### src/rtl/dropout_pkg.sv
// Shared types and constants for the dropout mask generator.
package dropout_pkg;

    localparam int unsigned DROPOUT_N_NEURONS = 8;
    localparam int unsigned DROPOUT_LFSR_W    = 16;
    localparam int unsigned DROPOUT_RND_W     = 8;
    localparam int unsigned DROPOUT_IDX_W     = 3;
    localparam int unsigned DROPOUT_ZCNT_W    = 4;
    localparam int unsigned DROPOUT_STATS_W   = 16;

    localparam logic [DROPOUT_LFSR_W-1:0] DROPOUT_LFSR_TAPS    = 16'hB400;
    localparam logic [DROPOUT_LFSR_W-1:0] DROPOUT_SEED_DEFAULT = 16'hACE1;

    typedef enum logic [1:0] {
        IDLE  = 2'd0,
        GEN   = 2'd1,
        VALID = 2'd2
    } state_e;

    // Number of dropped neurons (zero bits) in a mask.
    function automatic logic [DROPOUT_ZCNT_W-1:0] count_zeros(
        input logic [DROPOUT_N_NEURONS-1:0] m
    );
        logic [DROPOUT_ZCNT_W-1:0] zeros;
        zeros = '0;
        for (int i = 0; i < int'(DROPOUT_N_NEURONS); i++) begin
            zeros = zeros + DROPOUT_ZCNT_W'(~m[i]);
        end
        return zeros;
    endfunction

endpackage

### src/rtl/dropout_lfsr.sv
// Galois LFSR supplying random bytes to the mask generator.
// A load takes priority over a step; a zero seed is replaced by the default seed.
module dropout_lfsr
    import dropout_pkg::*;
(
    input  logic                      clk,
    input  logic                      reset,
    input  logic                      load,
    input  logic                      step,
    input  logic [DROPOUT_LFSR_W-1:0] seed,
    output logic [DROPOUT_LFSR_W-1:0] lfsr
);

    logic [DROPOUT_LFSR_W-1:0] lfsr_q;
    logic [DROPOUT_LFSR_W-1:0] lfsr_d;

    // Next LFSR value: seed load, feedback step, or hold.
    always_comb begin
        lfsr_d = lfsr_q;
        if (load) begin
            lfsr_d = (seed == '0) ? DROPOUT_SEED_DEFAULT : seed;
        end else if (step) begin
            lfsr_d = (lfsr_q >> 1) ^ (lfsr_q[0] ? DROPOUT_LFSR_TAPS : '0);
        end
    end

    // LFSR state register.
    always_ff @(posedge clk) begin
        if (reset) begin
            lfsr_q <= DROPOUT_SEED_DEFAULT;
        end else begin
            lfsr_q <= lfsr_d;
        end
    end

    assign lfsr = lfsr_q;

endmodule

### src/rtl/dropout_mask_gen.sv
// Per-neuron keep/drop mask generator for the dropout stage.
// Optional feature: define DROPOUT_MASK_STATS_EN to add the drop_count output.
module dropout_mask_gen
    import dropout_pkg::*;
(
    input  logic                         clk,
    input  logic                         reset,
    input  logic                         enable,
    input  logic [DROPOUT_RND_W-1:0]     keep_thresh,
    input  logic                         seed_load,
    input  logic [DROPOUT_LFSR_W-1:0]    seed,
    output logic [DROPOUT_N_NEURONS-1:0] mask,
    output logic                         mask_valid,
    input  logic                         mask_ready,
    output logic                         busy
`ifdef DROPOUT_MASK_STATS_EN
    ,
    output logic [DROPOUT_STATS_W-1:0]   drop_count
`endif
);

    state_e                         state_q, state_d;
    logic [DROPOUT_IDX_W-1:0]       bit_q, bit_d;
    logic [DROPOUT_N_NEURONS-1:0]   shadow_q, shadow_d;
    logic [DROPOUT_N_NEURONS-1:0]   mask_q, mask_d;
    logic [DROPOUT_RND_W-1:0]       thr_q, thr_d;
    logic                           en_q, en_d;
    logic                           valid_q, valid_d;
    logic                           busy_q, busy_d;

    logic [DROPOUT_LFSR_W-1:0]      lfsr;
    logic [DROPOUT_RND_W-1:0]       rnd_c;
    logic                           keep_c;
    logic                           step_c;
    logic                           handshake_c;
    logic                           lfsr_hi_unused;

    dropout_lfsr u_lfsr (
        .clk   (clk),
        .reset (reset),
        .load  (seed_load),
        .step  (step_c),
        .seed  (seed),
        .lfsr  (lfsr)
    );

    assign rnd_c          = lfsr[DROPOUT_RND_W-1:0];
    assign lfsr_hi_unused = ^lfsr[DROPOUT_LFSR_W-1:DROPOUT_RND_W];
    assign keep_c         = (thr_q == '1) | (rnd_c < thr_q);
    assign handshake_c    = valid_q & mask_ready;

    // FSM next state, per-bit mask build and LFSR step request.
    always_comb begin
        state_d  = state_q;
        bit_d    = bit_q;
        shadow_d = shadow_q;
        mask_d   = mask_q;
        thr_d    = thr_q;
        en_d     = en_q;
        step_c   = 1'b0;
        unique case (state_q)
            IDLE: begin
                state_d = GEN;
                en_d    = enable;
                thr_d   = keep_thresh;
                bit_d   = '0;
            end
            GEN: begin
                if (seed_load) begin
                    // Discard the in-flight mask and restart from bit 0.
                    en_d  = enable;
                    thr_d = keep_thresh;
                    bit_d = '0;
                end else if (!en_q) begin
                    mask_d  = '1;
                    state_d = VALID;
                end else begin
                    step_c          = 1'b1;
                    shadow_d[bit_q] = keep_c;
                    if (bit_q == DROPOUT_IDX_W'(DROPOUT_N_NEURONS - 1)) begin
                        mask_d  = shadow_d;
                        state_d = VALID;
                    end else begin
                        bit_d = bit_q + DROPOUT_IDX_W'(1);
                    end
                end
            end
            VALID: begin
                if (handshake_c) begin
                    state_d = GEN;
                    en_d    = enable;
                    thr_d   = keep_thresh;
                    bit_d   = '0;
                end
            end
            default: begin
                state_d = IDLE;
            end
        endcase
        valid_d = (state_d == VALID);
        busy_d  = (state_d == GEN);
    end

    // FSM and datapath registers.
    always_ff @(posedge clk) begin
        if (reset) begin
            state_q  <= IDLE;
            bit_q    <= '0;
            shadow_q <= '0;
            mask_q   <= '0;
            thr_q    <= '0;
            en_q     <= 1'b0;
            valid_q  <= 1'b0;
            busy_q   <= 1'b0;
        end else begin
            state_q  <= state_d;
            bit_q    <= bit_d;
            shadow_q <= shadow_d;
            mask_q   <= mask_d;
            thr_q    <= thr_d;
            en_q     <= en_d;
            valid_q  <= valid_d;
            busy_q   <= busy_d;
        end
    end

    assign mask       = mask_q;
    assign mask_valid = valid_q;
    assign busy       = busy_q;

`ifdef DROPOUT_MASK_STATS_EN
    logic [DROPOUT_STATS_W-1:0] drop_cnt_q, drop_cnt_d;
    logic [DROPOUT_STATS_W:0]   drop_sum_c;

    // Saturating count of dropped neurons over accepted masks.
    always_comb begin
        drop_sum_c = (DROPOUT_STATS_W + 1)'(drop_cnt_q)
                   + (DROPOUT_STATS_W + 1)'(count_zeros(mask_q));
        drop_cnt_d = drop_cnt_q;
        if (handshake_c) begin
            drop_cnt_d = drop_sum_c[DROPOUT_STATS_W] ? '1
                                                     : drop_sum_c[DROPOUT_STATS_W-1:0];
        end
    end

    // Drop counter register.
    always_ff @(posedge clk) begin
        if (reset) begin
            drop_cnt_q <= '0;
        end else begin
            drop_cnt_q <= drop_cnt_d;
        end
    end

    assign drop_count = drop_cnt_q;
`endif

endmodule
### config.mk
export PLATFORM = sky130hd
export DESIGN_NAME = dropout_mask_gen
export DESIGN_NICKNAME = d
export VERILOG_FILES = /design/src/rtl/dropout_pkg.sv /design/src/rtl/dropout_lfsr.sv /design/src/rtl/dropout_mask_gen.sv
export SDC_FILE = /design/constraint.sdc
export NUM_CORES = 1
export LEC_CHECK = 0
export ABC_AREA = 0
export CORE_ASPECT_RATIO = 1.5
export CORE_MARGIN = 5
export CORE_UTILIZATION = 45
export CTS_BUF_LIST = sky130_fd_sc_hd__clkbuf_8
export CTS_CLUSTER_DIAMETER = 80
export DETAILED_ROUTE_END_ITERATION = 6
export PLACE_DENSITY = 0.68
export SLEW_MARGIN = 30
export SYNTH_ARGS = -nofsm -noshare
export SYNTH_HDL_FRONTEND = slang
export SYNTH_HIERARCHICAL = 1
export SYNTH_SLANG_ARGS = --single-unit
### constraint.sdc
create_clock -name clk -period 2.4 [get_ports clk]
set_clock_uncertainty 0.15 [all_clocks]
set_input_delay 0.48 -clock clk [delete_from_list [all_inputs] [get_ports clk]]
set_output_delay 0.48 -clock clk [all_outputs]
set_load 0.05 [all_outputs]
* Word level (Yosys, flattened, before mapping)
Cells that the tools add are included.
Word-level totals: register bits after elaboration 48, output and inout port bits 10
Cells by class: equality and inequality tests 11, add/subtract/negate cells 1, bitwise gates (word level) 4, reduce and logical (&&, ||, !) cells 9, order comparisons 3, multiplexer cells 28
Operators by type and width (count):
- 16-bit two-way mux | 4
- 8-bit two-way mux | 4
- 8-bit case mux with 3 select lines | 1
- 16-bit logical NOT | 1
- 15-bit by 16-bit bitwise XOR with 16-bit output | 1
- 3-bit two-way mux | 4
- 3-bit case mux with 3 select lines | 1
- 3-bit AND reduction | 3
- 8-bit bitwise mux | 1
- 8-bit == test (second input constant) | 1
- 8-bit < comparator | 1
- 2-bit two-way mux | 4
- 1-bit two-way mux | 6
- 3-bit != test (second input constant) | 2
- 2-bit case mux with 3 select lines | 1
- 2-bit by 1-bit == test with 1-bit output (second input constant) | 2
- 2-bit == test (second input constant) | 2
- 3-bit by 4-bit < comparator with 1-bit output (second input constant) | 1
- 2-bit != test (second input constant) | 2
- 4-bit AND reduction | 1
- 3-bit by 1-bit adder with 3-bit output (second input constant) | 1
- 1-bit demux with 3-bit select | 1
- 3-bit == test (second input constant) | 1
- 3-bit by 1-bit >= comparator with 1-bit output (second input constant) | 1
- other kinds (9) | 9

* Depth between registers and ports, before layout
Gate-level depths: netlist of run 1.
depth in word-level cells 7, mapped depth 7

* Modules after synthesis
Netlist of run 1, hierarchy kept.
By module, submodules not included:
- dropout_mask_gen | times used 1, area an instance 1775.5 um^2, cells each 191
- dropout_lfsr | times used 1, area an instance 875.8 um^2, cells each 88

* Least setup slack after synthesis of run 1
OpenSTA, ideal clock, no wires.
path type reg-to-reg, start point register thr_q[3], end point register mask_q[0], in the netlist mask[0], setup slack 0.568 ns, arrival 1.537 ns, data required time 2.105 ns, cell stages (with the launch flop) 7, cell sequence dfxtp_1 -> inv_1 -> ha_1 -> o21a_1 -> nor2_1 -> o41ai_2 -> o31ai_1
On the way: word-level cells in the longest chain between the ends 5, elaborated cells on any way between the ends 6, those cells by class order compare (1); eq/ne (1); mux (3); bitwise (1)
RTL lines:
- start, declared | line dropout_mask_gen.sv:26 | logic [DROPOUT_RND_W-1:0] thr_q, thr_d;
- start signal, assigned | line dropout_mask_gen.sv:120 | thr_q <= thr_d;
- 8-bit < comparator / 8-bit == test (equally long branches) | line dropout_mask_gen.sv:49 | assign keep_c = (thr_q == '1) | (rnd_c < thr_q);
- 1-bit bitwise OR * | line dropout_mask_gen.sv:49
- 8-bit bitwise mux * | line dropout_mask_gen.sv:79 | shadow_d[bit_q] = keep_c;
- 8-bit two-way mux * | line dropout_mask_gen.sv:80 | if (bit_q == DROPOUT_IDX_W'(DROPOUT_N_NEURONS - 1)) begin
- 8-bit two-way mux * | line dropout_mask_gen.sv:74 | end else if (!en_q) begin
- end signal, assigned | line dropout_mask_gen.sv:119 | mask_q <= mask_d;
- end, declared | line dropout_mask_gen.sv:25 | logic [DROPOUT_N_NEURONS-1:0] mask_q, mask_d;
Every way passes the cells marked *; elsewhere a longest branch is shown, timed or not. The select of a mux whose other input is x is not followed. A chain may end at the register's enable or synchronous reset.

* Worst setup path in the final report of run 1
start point register thr_q[7], end point register shadow_q[1]
On the way: word-level cells in the longest chain between the ends 3, elaborated cells on any way between the ends 4, those cells by class order compare (1); eq/ne (1); mux (1); bitwise (1)
RTL lines:
- 8-bit < comparator / 8-bit == test (equally long branches) | line dropout_mask_gen.sv:49
- 1-bit bitwise OR * | line dropout_mask_gen.sv:49
- 8-bit bitwise mux * | line dropout_mask_gen.sv:79
- end signal, assigned | line dropout_mask_gen.sv:118 | shadow_q <= shadow_d;
- end, declared | line dropout_mask_gen.sv:24 | logic [DROPOUT_N_NEURONS-1:0] shadow_q, shadow_d;
Every way passes the cells marked *; elsewhere a longest branch is shown, timed or not.

==> results by stage, run 1 <==
Logic synthesis:
- The number of distinct library cell variants in the gate-level netlist after synthesis is 53.
- Summing the sequential cell areas from Yosys gives 36.2% of the chip area.
- For this run, the leading register cell type out of synthesis is sky130_fd_sc_hd__dfxtp_1.
- The mapped cell area is 0.00265 sq mm.
- After synthesis, the share of flip-flops with an asynchronous set or reset is 0%.
- The complex-gate fraction of the synthesized area is 21.0%.
- By area, the combinational part of the netlist is dominated by simple AND/OR/NAND/NOR gates.
- Synthesis inferred 48 register bits.
- The mean instance size in the synthesized netlist is 9.50 sq um.
- For this run, the number of Yosys warnings is 6.
- The number of synthesized flops with an enable pin is 0.
- The most area-hungry cell type in the Yosys netlist is sky130_fd_sc_hd__dfxtp_1.
- By area the synthesized netlist is led by sky130_fd_sc_hd__dfxtp_1 36%, sky130_fd_sc_hd__mux2i_1 7.9%, sky130_fd_sc_hd__nor2_1 4.5%, sky130_fd_sc_hd__ha_1 4.2%, sky130_fd_sc_hd__mux2_2 3.0%.
- The top cell type by area accounts for 36.2% of the synthesized area.
- The mux contribution to synthesized area is 10.9%.
- The net count after synthesis is 317.
- The cell count after synthesis came out at 279.
- Summing the areas of all xor and xnor instances in the mapped netlist gives 0.991% of the synthesized area.
- The synthesized netlist devotes 21.2% of its cell area to simple gates.
- The share of synthesized cell area in full adder, half adder and majority cells is 4.25%.

GRT:
- The total overflow reported by the global router is 0.
- The number of antenna violations at the first check in global routing is 0.
- The number of global-route vias before repair is 2256.
- Entering global routing, the biggest net connects 38 pins.
- The total routing usage reported by global routing is 17.1%.
- The first global-routing pass estimated 10.5 mm of wire.

Outcome:
- The run finished with clean final reports.

Placed design:
- Detailed placement ended at an HPWL of 4.50 mm.
- The weighted congestion at the end of routability-driven global placement is 0.817.
- Port buffering added 38 buffers.

Setup path:
- By startpoint and endpoint, the worst setup path is classified as flop to flop.
- For the worst setup path, the data required time is 2.40 ns.
- At the worst endpoint, the arrival time is 2.23 ns.
- The logic depth of the worst register-to-register path is 6.
- The maximum single-stage delay on the critical path is 0.71 ns.
- The endpoint identified for the worst register-to-register timing path is shadow_q[1]$_SDFFE_PP0P_.
- STA classifies the critical path startpoint as a flop.
- The most critical setup path has its endpoint at shadow_q[1]$_SDFFE_PP0P_.
- In this run the critical register-to-register path is launched from thr_q[7]$_SDFFE_PP0P_.
- In this run the worst setup path begins at thr_q[7]$_SDFFE_PP0P_.
- The highest net fanout along the worst path is 13.
- The signal on the critical path passes through inv_1, ha_1, nand2_1, o21a_1, nor2_1, o32ai_1.
- The worst setup path is captured at a flop.
- On the critical path, the stage with the largest delay is an instance of sky130_fd_sc_hd__nor2_1.
- In this run the register-to-register setup slack is 0.17 ns.

Drt:
- The per-cell routed wire length is 15.6 microns.
- The number of DRC markers in iteration 0 is 120.
- In the routed design, unresolved DRC markers number 0.
- The via count normalized by instance count is 5.68.
- The total number of vias is 2219.
- Once detail routing completed, the nets flagged for antenna violations numbered 0.
- The first-pass iteration count of the detailed router is 4.
- The total detailed-routing wirelength is 6.09 mm.

Pwr:
- Across the VDD grid, the largest voltage drop is 0.000270 V.
- The static leakage is 1.22 nW.
- The overall power consumption is 1.78 mW.
- The power density of the placed cells is 555 mW/mm^2.

Floorplan:
- From bottom edge to top edge, the die measures 104 microns.
- The die covers 0.00756 sq mm.
- The total number of placement rows is 34.
- The initial utilization of the core area, before any placement, comes to 45.8%.
- The number of top-level pins is 39.
- The die is 72.7 microns wide.
- The core area is 0.00579 sq mm.

Timing:
- In this run the tightest slew margin relative to its limit is 39.3%.
- The number of endpoints with negative hold slack in the final report was 0.
- Setup violations remaining at the end of the flow were counted as 0.
- Hold timing on the final database bottoms out at a slack of 0.320 ns.
- The worst path in the final design needs a cycle of 2.23 ns, including I/O delays and setup.
- Setup repair after global routing left no endpoint under its margin.
- Based on the critical path, the design can be clocked at up to 448 MHz.
- The final critical-path share of the clock period is 93.0%.
- At the pin with the least slew margin, the transition time is 0.908 ns.
- The sum of negative setup slack is 0 ns.
- The number of max-slew violations in the final report came to 0.

Min path:
- In this run the most critical hold path is launched from shadow_q[7]$_SDFFE_PP0P_.
- The worst hold path belongs to the class flop to flop.

Clocking:
- Clock tree synthesis inserted a total of 5 buffers.
- After clock tree synthesis, the clock-pin slew on the worst setup and hold paths is 0.08 ns.
- The clock net in this run drives a total of 48 sinks.
- TritonCTS built the clock tree.
- The worst-case clock buffer depth is 2.
- The total of hold buffers inserted after clock tree synthesis is 0.
- The clock latency reported for the late side of the worst-skew pair is 0.29 ns.
- In this run, post-CTS repair resized a total of 0 instances.
- The number of setup buffers added after CTS is 0.
- The tree is rooted in a sky130_fd_sc_hd__clkbuf_8.
- The number of H-tree levels is 2.

Finish:
- 0 antenna diodes ended up in the layout.
- Leaving out fill and tap cells, the most frequent cell in the layout is sky130_fd_sc_hd__dfxtp_1.
- The share of post-route cells with drive strength above 1 is 13.5%.
- The area used by multi-input combinational logic is 0.00155 sq mm.
- Across the whole layout, storage elements account for 961 sq um.
- The layout net count is 359.
- The area added between synthesis and finish is 20.9%.
- Leaving out fill and tap cells, the most frequent cells in the layout are 48 x sky130_fd_sc_hd__dfxtp_1, 38 x sky130_fd_sc_hd__clkdlybuf4s50_1, 32 x sky130_fd_sc_hd__nor2_1.
- The filler cell count is 578.

Flow run:
- The total of max-cap violations is 0.
-- registers in the layout, summed over array words and instances, names as in the netlist --
name and flops:
shadow_q 8, busy 1, u_lfsr/lfsr 16, state_q 2
en_q 1, bit_q 3, mask 8, thr_q 8
mask_valid 1
-- kinds of logic after synthesis --
logic type,count (synthesis)
adders and majority gates,9
DFF,48
AOI/OAI and AO/OA,72
xor gates and xnor gates,3
and+or+nand+nor,92
muxes,28
buffers and inverters,27
-- how the worst min path moves through the flow --
stage | endpoint | slack (ns) | depth (start not counted)
2_1_floorplan | shadow_q[0]$_SDFFE_PP0P_ | 0.28 | 2
3_3_place_gp | shadow_q[7]$_SDFFE_PP0P_ | 0.29 | 2
3_5_place_dp | shadow_q[7]$_SDFFE_PP0P_ | 0.30 | 2
4_1_cts | shadow_q[2]$_SDFFE_PP0P_ | 0.32 | 2
5_1_grt | shadow_q[7]$_SDFFE_PP0P_ | 0.34 | 2
6_report | shadow_q[7]$_SDFFE_PP0P_ | 0.32 | 2
-- power by group --
group          leakage [nW]  total (mW)  switching [mW]  internal (mW)
Combinational         0.787       0.447           0.244          0.202
Clock                0.0359       0.435           0.246          0.188
Sequential            0.395       0.896          0.0449          0.851
-- Yosys cell counts, drive strengths merged (4+ instances only) --
cell type and count:
dfxtp 48, nor2 34, mux2i 21, a21oi 16
clkbuf 10, ha 9, inv 9, nand3 9
nor3b 9, a22oi 8, buf 8, nand2 8
o221ai 8, mux2 7, o21ai 6, o31ai 6
o41ai 6, nand4 5, nor2b 5, nor4 5
o21a 5, and2 4
-- routing by layer --
| metal | vias to the layer above | share of wire, % | global-route usage [%] |
|---|---|---|---|
| met5 | - | 0 | 0 |
| met4 | 0 | 1.3 | 5.80 |
| met3 | 7 | 3.2 | 4.06 |
| met2 | 49 | 53 | 29.7 |
| met1 | 1042 | 42 | 20.1 |
| li1 | 1121 | - | - |
-- cell type report --
class	count	area share, %
Tap cell	72	2.81
Timing Repair Buffer	53	15.8
Clock buffer	5	2.15
Multi-Input combinational cell	204	48.2
Inverter	9	1.05
Sequential cell	48	30.0
-- worst max-delay path: cells and delay by family, from the launching register on --
family	cells	cell delay, ns
buffers and inverters	1	0.06
AOI/OAI and AO/OA	2	0.45
adders and majority gates	1	0.31
DFF	1	0.36
and+or+nand+nor	2	0.77
-- metrics by stage --
step	worst slack (ns)	area [sq um]	util (%)	instances
2_1_floorplan	0.568	2650	-	279
3_3_place_gp	0.0824	3140	54.2	386
3_5_place_dp	0.0329	3140	54.2	386
4_1_cts	0.194	3200	55.4	391
5_1_grt	0.0207	3200	55.4	391
6_report	0.169	3200	55.4	391
Power figures use the tool's default switching activity.
==> run 2: changes to the inputs <==
CTS_BUF_LIST = sky130_fd_sc_hd__clkbuf_4   (was sky130_fd_sc_hd__clkbuf_8)
==> run 2 against run 1 <==
Wire length is 0.18% higher. Flip-flop and latch count unchanged. Total power is 5.3% lower. Clock-buffer cell count unchanged. Cell count unchanged. Fmax up 0.32%. Non-clock buffer count did not move. Die area did not move. Global-route usage decreased by 0.31 points. Critical path depth is the same. Via count fell by 0.50%. Hold slack better by 0.0058 ns. Largest power group unchanged. Critical path type unchanged.
==> results by stage, run 2 (same netlist as run 1, synthesis figures left out) <==
GRT:
- The total routing usage reported by global routing is 16.8% (-0.31 points).
- The number of global-route vias before repair was 2253 (-0.13%).
- The total overflow reported by the global router is 0 (unchanged).
- The wire length of the first global-routing pass is 10.4 mm (-0.59%).
- The number of antenna violations at the first check in global routing is 0 (unchanged).
- The largest net degree at the start of global routing was 38 (unchanged).

Finish:
- The layout net count is 359 (unchanged).
- The most common cell after layout, fill and taps aside is sky130_fd_sc_hd__dfxtp_1.
- The share of post-route cells with drive strength above 1 is 13.5% (unchanged).
- The area used by multi-input combinational logic came to 0.00155 sq mm (unchanged).
- The flip-flop count of the largest register after layout came to 16 (unchanged).
- The diode insertion count for antenna repair came to 0 (unchanged).
- Leaving out fill and tap cells, the most frequent cells in the layout are 48 x sky130_fd_sc_hd__dfxtp_1, 38 x sky130_fd_sc_hd__clkdlybuf4s50_1, 32 x sky130_fd_sc_hd__nor2_1.
- The filler cell count was 580 (+0.35%).
- The area added between synthesis and finish is 19.7%.
- The number of standard cells in the layout, taps in and fillers out is 391 (unchanged).
- The cell area after layout was 0.00317 sq mm (-0.98%).
- The register area was 961 sq um (unchanged).

Pwr:
- The static leakage is 1.21 nW (-1.1%).
- The power density of the placed cells is 530 mW/mm^2 (-4.4%).
- The overall power consumption is 1.68 mW (-5.3%).
- The worst ir drop on vdd is 0.000250 V (-7.7%).

Clocking:
- The clock tree from TritonCTS is built.
- The clock input transition at the sequential cells of the worst setup and hold paths is 0.13 ns (+0.05 ns).
- Clock tree synthesis selected as its root buffer the cell sky130_fd_sc_hd__clkbuf_4.
- The total of hold buffers inserted after clock tree synthesis is 0 (unchanged).
- The clock sink total was 48 (unchanged).
- The number of H-tree levels is 2 (unchanged).
- The count of cells resized by post-cts repair is 0 (unchanged).
- The number of setup buffers added after CTS is 0 (unchanged).
- The worst-case clock buffer depth is 2 (unchanged).
- The number of buffers inserted during clock tree synthesis is 5 (unchanged).
- The clock latency reported for the late side of the worst-skew pair came to 0.35 ns (+0.06 ns).

Floorplan:
- The number of top-level pins is 39 (unchanged).
- The effective utilization at floorplan is 45.8% (unchanged).
- The total number of placement rows is 34 (unchanged).
- The core area is 0.00579 sq mm (unchanged).
- The vertical die dimension is 104 microns (unchanged).
- The die boundary width came to 72.7 microns (unchanged).
- The full die area is 0.00756 sq mm (unchanged).

Setup path:
- The critical path is of the flop to flop type.
- Tracing the worst setup path back leads to its startpoint at thr_q[7]$_SDFFE_PP0P_.
- The logic depth of the worst register-to-register path is 6 (unchanged).
- The highest net fanout along the worst path is 13 (unchanged).
- The worst setup path is captured at a flop.
- The source of the worst register-to-register timing path is thr_q[7]$_SDFFE_PP0P_.
- The data required time at the worst endpoint is 2.47 ns (+0.07 ns).
- The data arrival at the endpoint of the critical path came to 2.30 ns (+0.07 ns).
- STA classifies the critical path startpoint as a flop.

Timing:
- The clock period minus worst slack is 2.22 ns (-0.00702 ns).
- Setup repair after global routing left no endpoint under its margin.
- The maximum achievable frequency is 450 MHz (+0.32%).
- The number of max-slew violations in the final report is 0 (unchanged).
- The final critical-path share of the clock period came to 92.7% (-0.29 points).
- The slew at the pin with the worst max-slew slack is 0.889 ns (-0.0189 ns).
- The final setup violation count came to 0 (unchanged).
- The hold slack is 0.326 ns (+0.00581 ns).
- The tightest slew margin relative to the limit is 40.5% (+1.3 points).
- The number of endpoints with negative hold slack in the final report is 0 (unchanged).
- The sum of negative setup slack is 0 ns (unchanged).

Drt:
- The via count normalized by instance count is 5.65 (-0.50%).
- The remaining antenna violation count after routing is 0 (unchanged).
- The total number of vias is 2208 (-0.50%).
- The per-cell routed wire length was 15.6 microns (+0.18%).
- The number of DRC violations after detailed routing came to 0 (unchanged).
- The total detailed-routing wirelength was 6.10 mm (+0.18%).
- The first-pass iteration count of the detailed router is 4 (unchanged).
- The number of DRC markers in iteration 0 came to 110 (-8.3%).

Placed design:
- The weighted congestion at the end of routability-driven global placement is 0.817 (unchanged).
- The placed wire-length estimate is 4.50 mm (unchanged).
- The number of placed instances, taps included is 386 (unchanged).
- The cell area after placement was 0.00314 sq mm (unchanged).
- The port buffer count came to 38 (unchanged).

Flow run:
- The total of max-cap violations is 0 (unchanged).

Min path:
- In this run the worst hold path is classified as flop to flop.
- The number of cells on the worst hold path was 2 (unchanged).
- The worst min-delay path startpoint is shadow_q[7]$_SDFFE_PP0P_.

Outcome:
- The run finished with clean final reports.
run 2: cell counts in the layout (fill, tap and decap cells not counted):
Identical to the previous run, type by type.
run 2: final cells by class:
cell class	instances	area share, %
Clock buffer	5	1.18
Inverter	9	1.06
Multi-Input combinational cell	204	48.7
Sequential cell	48	30.3
Tap cell	72	2.84
Timing Repair Buffer	53	15.9
run 2: worst paths after layout:
kind / end / slack, ns
worst min-delay path: shadow_q[7]$_SDFFE_PP0P_ / 0.33
worst max-delay path: shadow_q[1]$_SDFFE_PP0P_ / 0.18
worst min register to register: shadow_q[7]$_SDFFE_PP0P_ / 0.33
worst max register to register: shadow_q[1]$_SDFFE_PP0P_ / 0.18
run 2: layer usage:
metal  GRT usage (%)  wire [microns]  vias up
met5               0               0        -
met3            3.48             180        5
met4            5.01              70        0
li1                -               -     1124
met2            29.6            3220       36
met1            20.0            2630     1043
run 2: power by group:
part | internal [mW] | switching [mW]
clock network | 0.0987 | 0.241
registers | 0.852 | 0.0447
logic | 0.202 | 0.245
run 2: critical path: stages, from the launching register on:
cell                      delay [ns]
sky130_fd_sc_hd__dfxtp_1        0.37
sky130_fd_sc_hd__inv_1          0.06
sky130_fd_sc_hd__ha_1           0.31
sky130_fd_sc_hd__nand2_1        0.06
sky130_fd_sc_hd__o21a_1         0.24
sky130_fd_sc_hd__nor2_1         0.70
sky130_fd_sc_hd__o32ai_1        0.21
run 2: through the flow:
step	setup WS (ns)	util, %
2_1_floorplan	0.568	-
3_3_place_gp	0.0824	54.2
3_5_place_dp	0.0329	54.2
4_1_cts	0.155	54.8
5_1_grt	0.0151	54.8
6_report	0.176	54.8
==> run 3: changes to the inputs <==
PLACE_DENSITY = default   (was 0.68)
PLACE_DENSITY_LB_ADDON = 0.2   (was default)
==> run 3 against run 2 <==
Clock power up 39%. Largest cell class unchanged. Clock-buffer cell count is the same. Hold slack worse by 0.0013 ns.
==> results by stage, run 3 (same netlist as run 1, synthesis figures left out) <==
Outcome:
- The run finished with clean final reports.

Setup path:
- The critical path's top delay family is buffers and inverters.
- The minimum setup slack among reg-to-reg paths is 0.43 ns (+0.25 ns).
- The critical path is of the flop to primary output type.
- The highest net fanout along the worst path is 3 (-10).
- The data arrival at the endpoint of the critical path came to 1.58 ns (-0.72 ns).
- The data required time at the worst endpoint came to 1.77 ns (-0.70 ns).
- The maximum single-stage delay on the critical path is 0.83 ns (+0.13 ns).
- The worst setup path is launched from a flop.
- The buffering stage count on the worst path with inverters included is 1 (unchanged).
- On the critical path, the stage with the largest delay is an instance of sky130_fd_sc_hd__clkdlybuf4s50_1.
- The signal on the critical path passes through clkdlybuf4s50_1.
- The endpoint type of the worst setup path is a primary output.

Drt:
- The first-pass iteration count of the detailed router is 4 (unchanged).
- The per-cell routed wire length was 15.5 microns (-0.92%).
- The number of DRC markers in iteration 0 was 140 (+27%).
- The total detailed-routing wirelength is 6.12 mm (+0.34%).
- The via count normalized by instance count is 5.75 (+1.8%).
- The total number of vias was 2277 (+3.1%).
- The number of DRC violations after detailed routing is 0 (unchanged).
- The remaining antenna violation count after routing is 0 (unchanged).

Timing:
- The slew at the pin with the worst max-slew slack is 0.531 ns (-0.358 ns).
- The maximum achievable frequency is 452 MHz (+0.53%).
- Setup repair after global routing left no endpoint under its margin.
- The final critical-path share of the clock period was 92.2% (-0.49 points).
- The final setup violation count is 0 (unchanged).
- The sum of negative setup slack is 0 ns (unchanged).
- The number of endpoints with negative hold slack in the final report is 0 (unchanged).
- The tightest slew margin relative to the limit is 64.3% (+24 points).
- The post-layout worst setup margin is 0.187 ns (+0.0118 ns).
- The clock period minus worst slack was 2.21 ns (-0.0118 ns).
- The number of max-slew violations in the final report is 0 (unchanged).

GRT:
- The number of antenna violations at the first check in global routing is 0 (unchanged).
- The largest net degree at the start of global routing is 29 (-24%).
- The total overflow reported by the global router was 0 (unchanged).
- The total routing usage reported by global routing was 16.8% (-0.068 points).
- The number of global-route vias before repair is 2330 (+3.4%).
- The wire length of the first global-routing pass is 10.4 mm (-0.60%).

Floorplan:
- The die boundary width is 72.7 microns (unchanged).
- The total number of placement rows is 34 (unchanged).
- The effective utilization at floorplan is 45.8% (unchanged).
- The number of top-level pins is 39 (unchanged).
- The full die area is 0.00756 sq mm (unchanged).
- The vertical die dimension is 104 microns (unchanged).
- The core area is 0.00579 sq mm (unchanged).

Finish:
- The diode insertion count for antenna repair is 0 (unchanged).
- The share of post-route cells with drive strength above 1 is 14.5% (+1.0 points).
- The flip-flop count of the largest register after layout was 16 (unchanged).
- The layout net count was 361 (+0.56%).
- The filler cell count is 545 (-6.0%).
- The library cell used most frequently in the layout, excluding fill and tap cells, is sky130_fd_sc_hd__dfxtp_1.
- The number of standard cells in the layout, taps in and fillers out is 396 (+1.3%).
- In the layout the commonest cells are 48 x sky130_fd_sc_hd__dfxtp_1, 38 x sky130_fd_sc_hd__clkdlybuf4s50_1, 31 x sky130_fd_sc_hd__nor2_1.
- The area added between synthesis and finish is 21.8%.

Clocking:
- The clock sink total is 48 (unchanged).
- The worst-case clock buffer depth is 2 (unchanged).
- The root buffer cell is sky130_fd_sc_hd__clkbuf_4.
- The clock input transition at the sequential cells of the worst setup and hold paths was 0.13 ns (about the same).
- TritonCTS built the clock tree.
- The number of setup buffers added after CTS is 0 (unchanged).
- The clock latency reported for the late side of the worst-skew pair is 0.37 ns (+0.02 ns).
- The number of H-tree levels is 2 (unchanged).
- The total of hold buffers inserted after clock tree synthesis is 0 (unchanged).
- The number of buffers inserted during clock tree synthesis is 5 (unchanged).

Placed design:
- The placed wire-length estimate is 4.53 mm (+0.79%).
- The port buffer count is 38 (unchanged).
- The worst slack after detailed placement is 0.0354 ns (+0.00257 ns).
- The weighted congestion at the end of routability-driven global placement is 0.812 (-0.66%).
- The number of placed instances, taps included is 388 (+0.52%).

Flow run:
- The total of max-cap violations is 0 (unchanged).

Pwr:
- The static leakage is 1.23 nW (+2.3%).
- The power density of the placed cells is 563 mW/mm^2 (+6.1%).
- The worst ir drop on vdd is 0.000304 V (+22%).

Min path:
- The class of the worst hold path is flop to flop.
==> run 3: metrics by stage <==
stage / hold slack [ns] / cell area [sq um] / utilization (%) / power, mW
finish: 0.325 / 3230 / 55.8 / 1.82
global route: 0.364 / 3230 / 55.8 / 1.91
CTS: 0.329 / 3230 / 55.8 / 1.83
detailed placement: 0.304 / 3150 / 54.5 / 1.37
global placement: 0.295 / 3150 / 54.5 / 1.36
floorplan: 0.283 / 2650 / - / 1.21
==> run 3: worst paths after layout <==
check / start / end / cells after the start
min: shadow_q[6]$_SDFFE_PP0P_ / shadow_q[6]$_SDFFE_PP0P_ / 2
max: mask[7]$_SDFFE_PP0P_ / mask[7] / 1
min reg2reg: shadow_q[6]$_SDFFE_PP0P_ / shadow_q[6]$_SDFFE_PP0P_ / 2
max reg2reg: thr_q[7]$_SDFFE_PP0P_ / shadow_q[4]$_SDFFE_PP0P_ / 6
==> run 3: final cells by class <==
class                      instances  area, sq um  share of cell area, %
multi-input combinational        204         1550                   47.9
sequential                        48          961                   29.8
timing repair buffer              55          520                   16.1
tap                               72         90.1                   2.79
clock buffer                       5         37.5                   1.16
clock inverter                     3         37.5                   1.16
inverter                           9         33.8                   1.05
==> run 3: repair_timing <==
item	CTS	global route
hold endpoints to repair	0	0
gates resized for setup	0	1
endpoints found under the setup margin	0	6
==> run 3: layer usage <==
| metal | wire, microns | part of all wire [%] | track usage, % | vias to the layer above |
|---|---|---|---|---|
| met4 | 146 | 2.4 | 7.39 | 0 |
| met1 | 2450 | 40 | 18.2 | 1090 |
| met2 | 3240 | 53 | 30.4 | 46 |
| met3 | 280 | 4.6 | 3.19 | 16 |
| met5 | 0 | 0 | 0 | - |
| li1 | - | - | - | 1125 |
==> run 3: report_power, final <==
part / internal, mW / switching [mW] / total (mW)
Sequential: 0.852 / 0.0440 / 0.896
Combinational: 0.205 / 0.246 / 0.451
Clock: 0.213 / 0.257 / 0.470
Total: 1.27 / 0.546 / 1.82
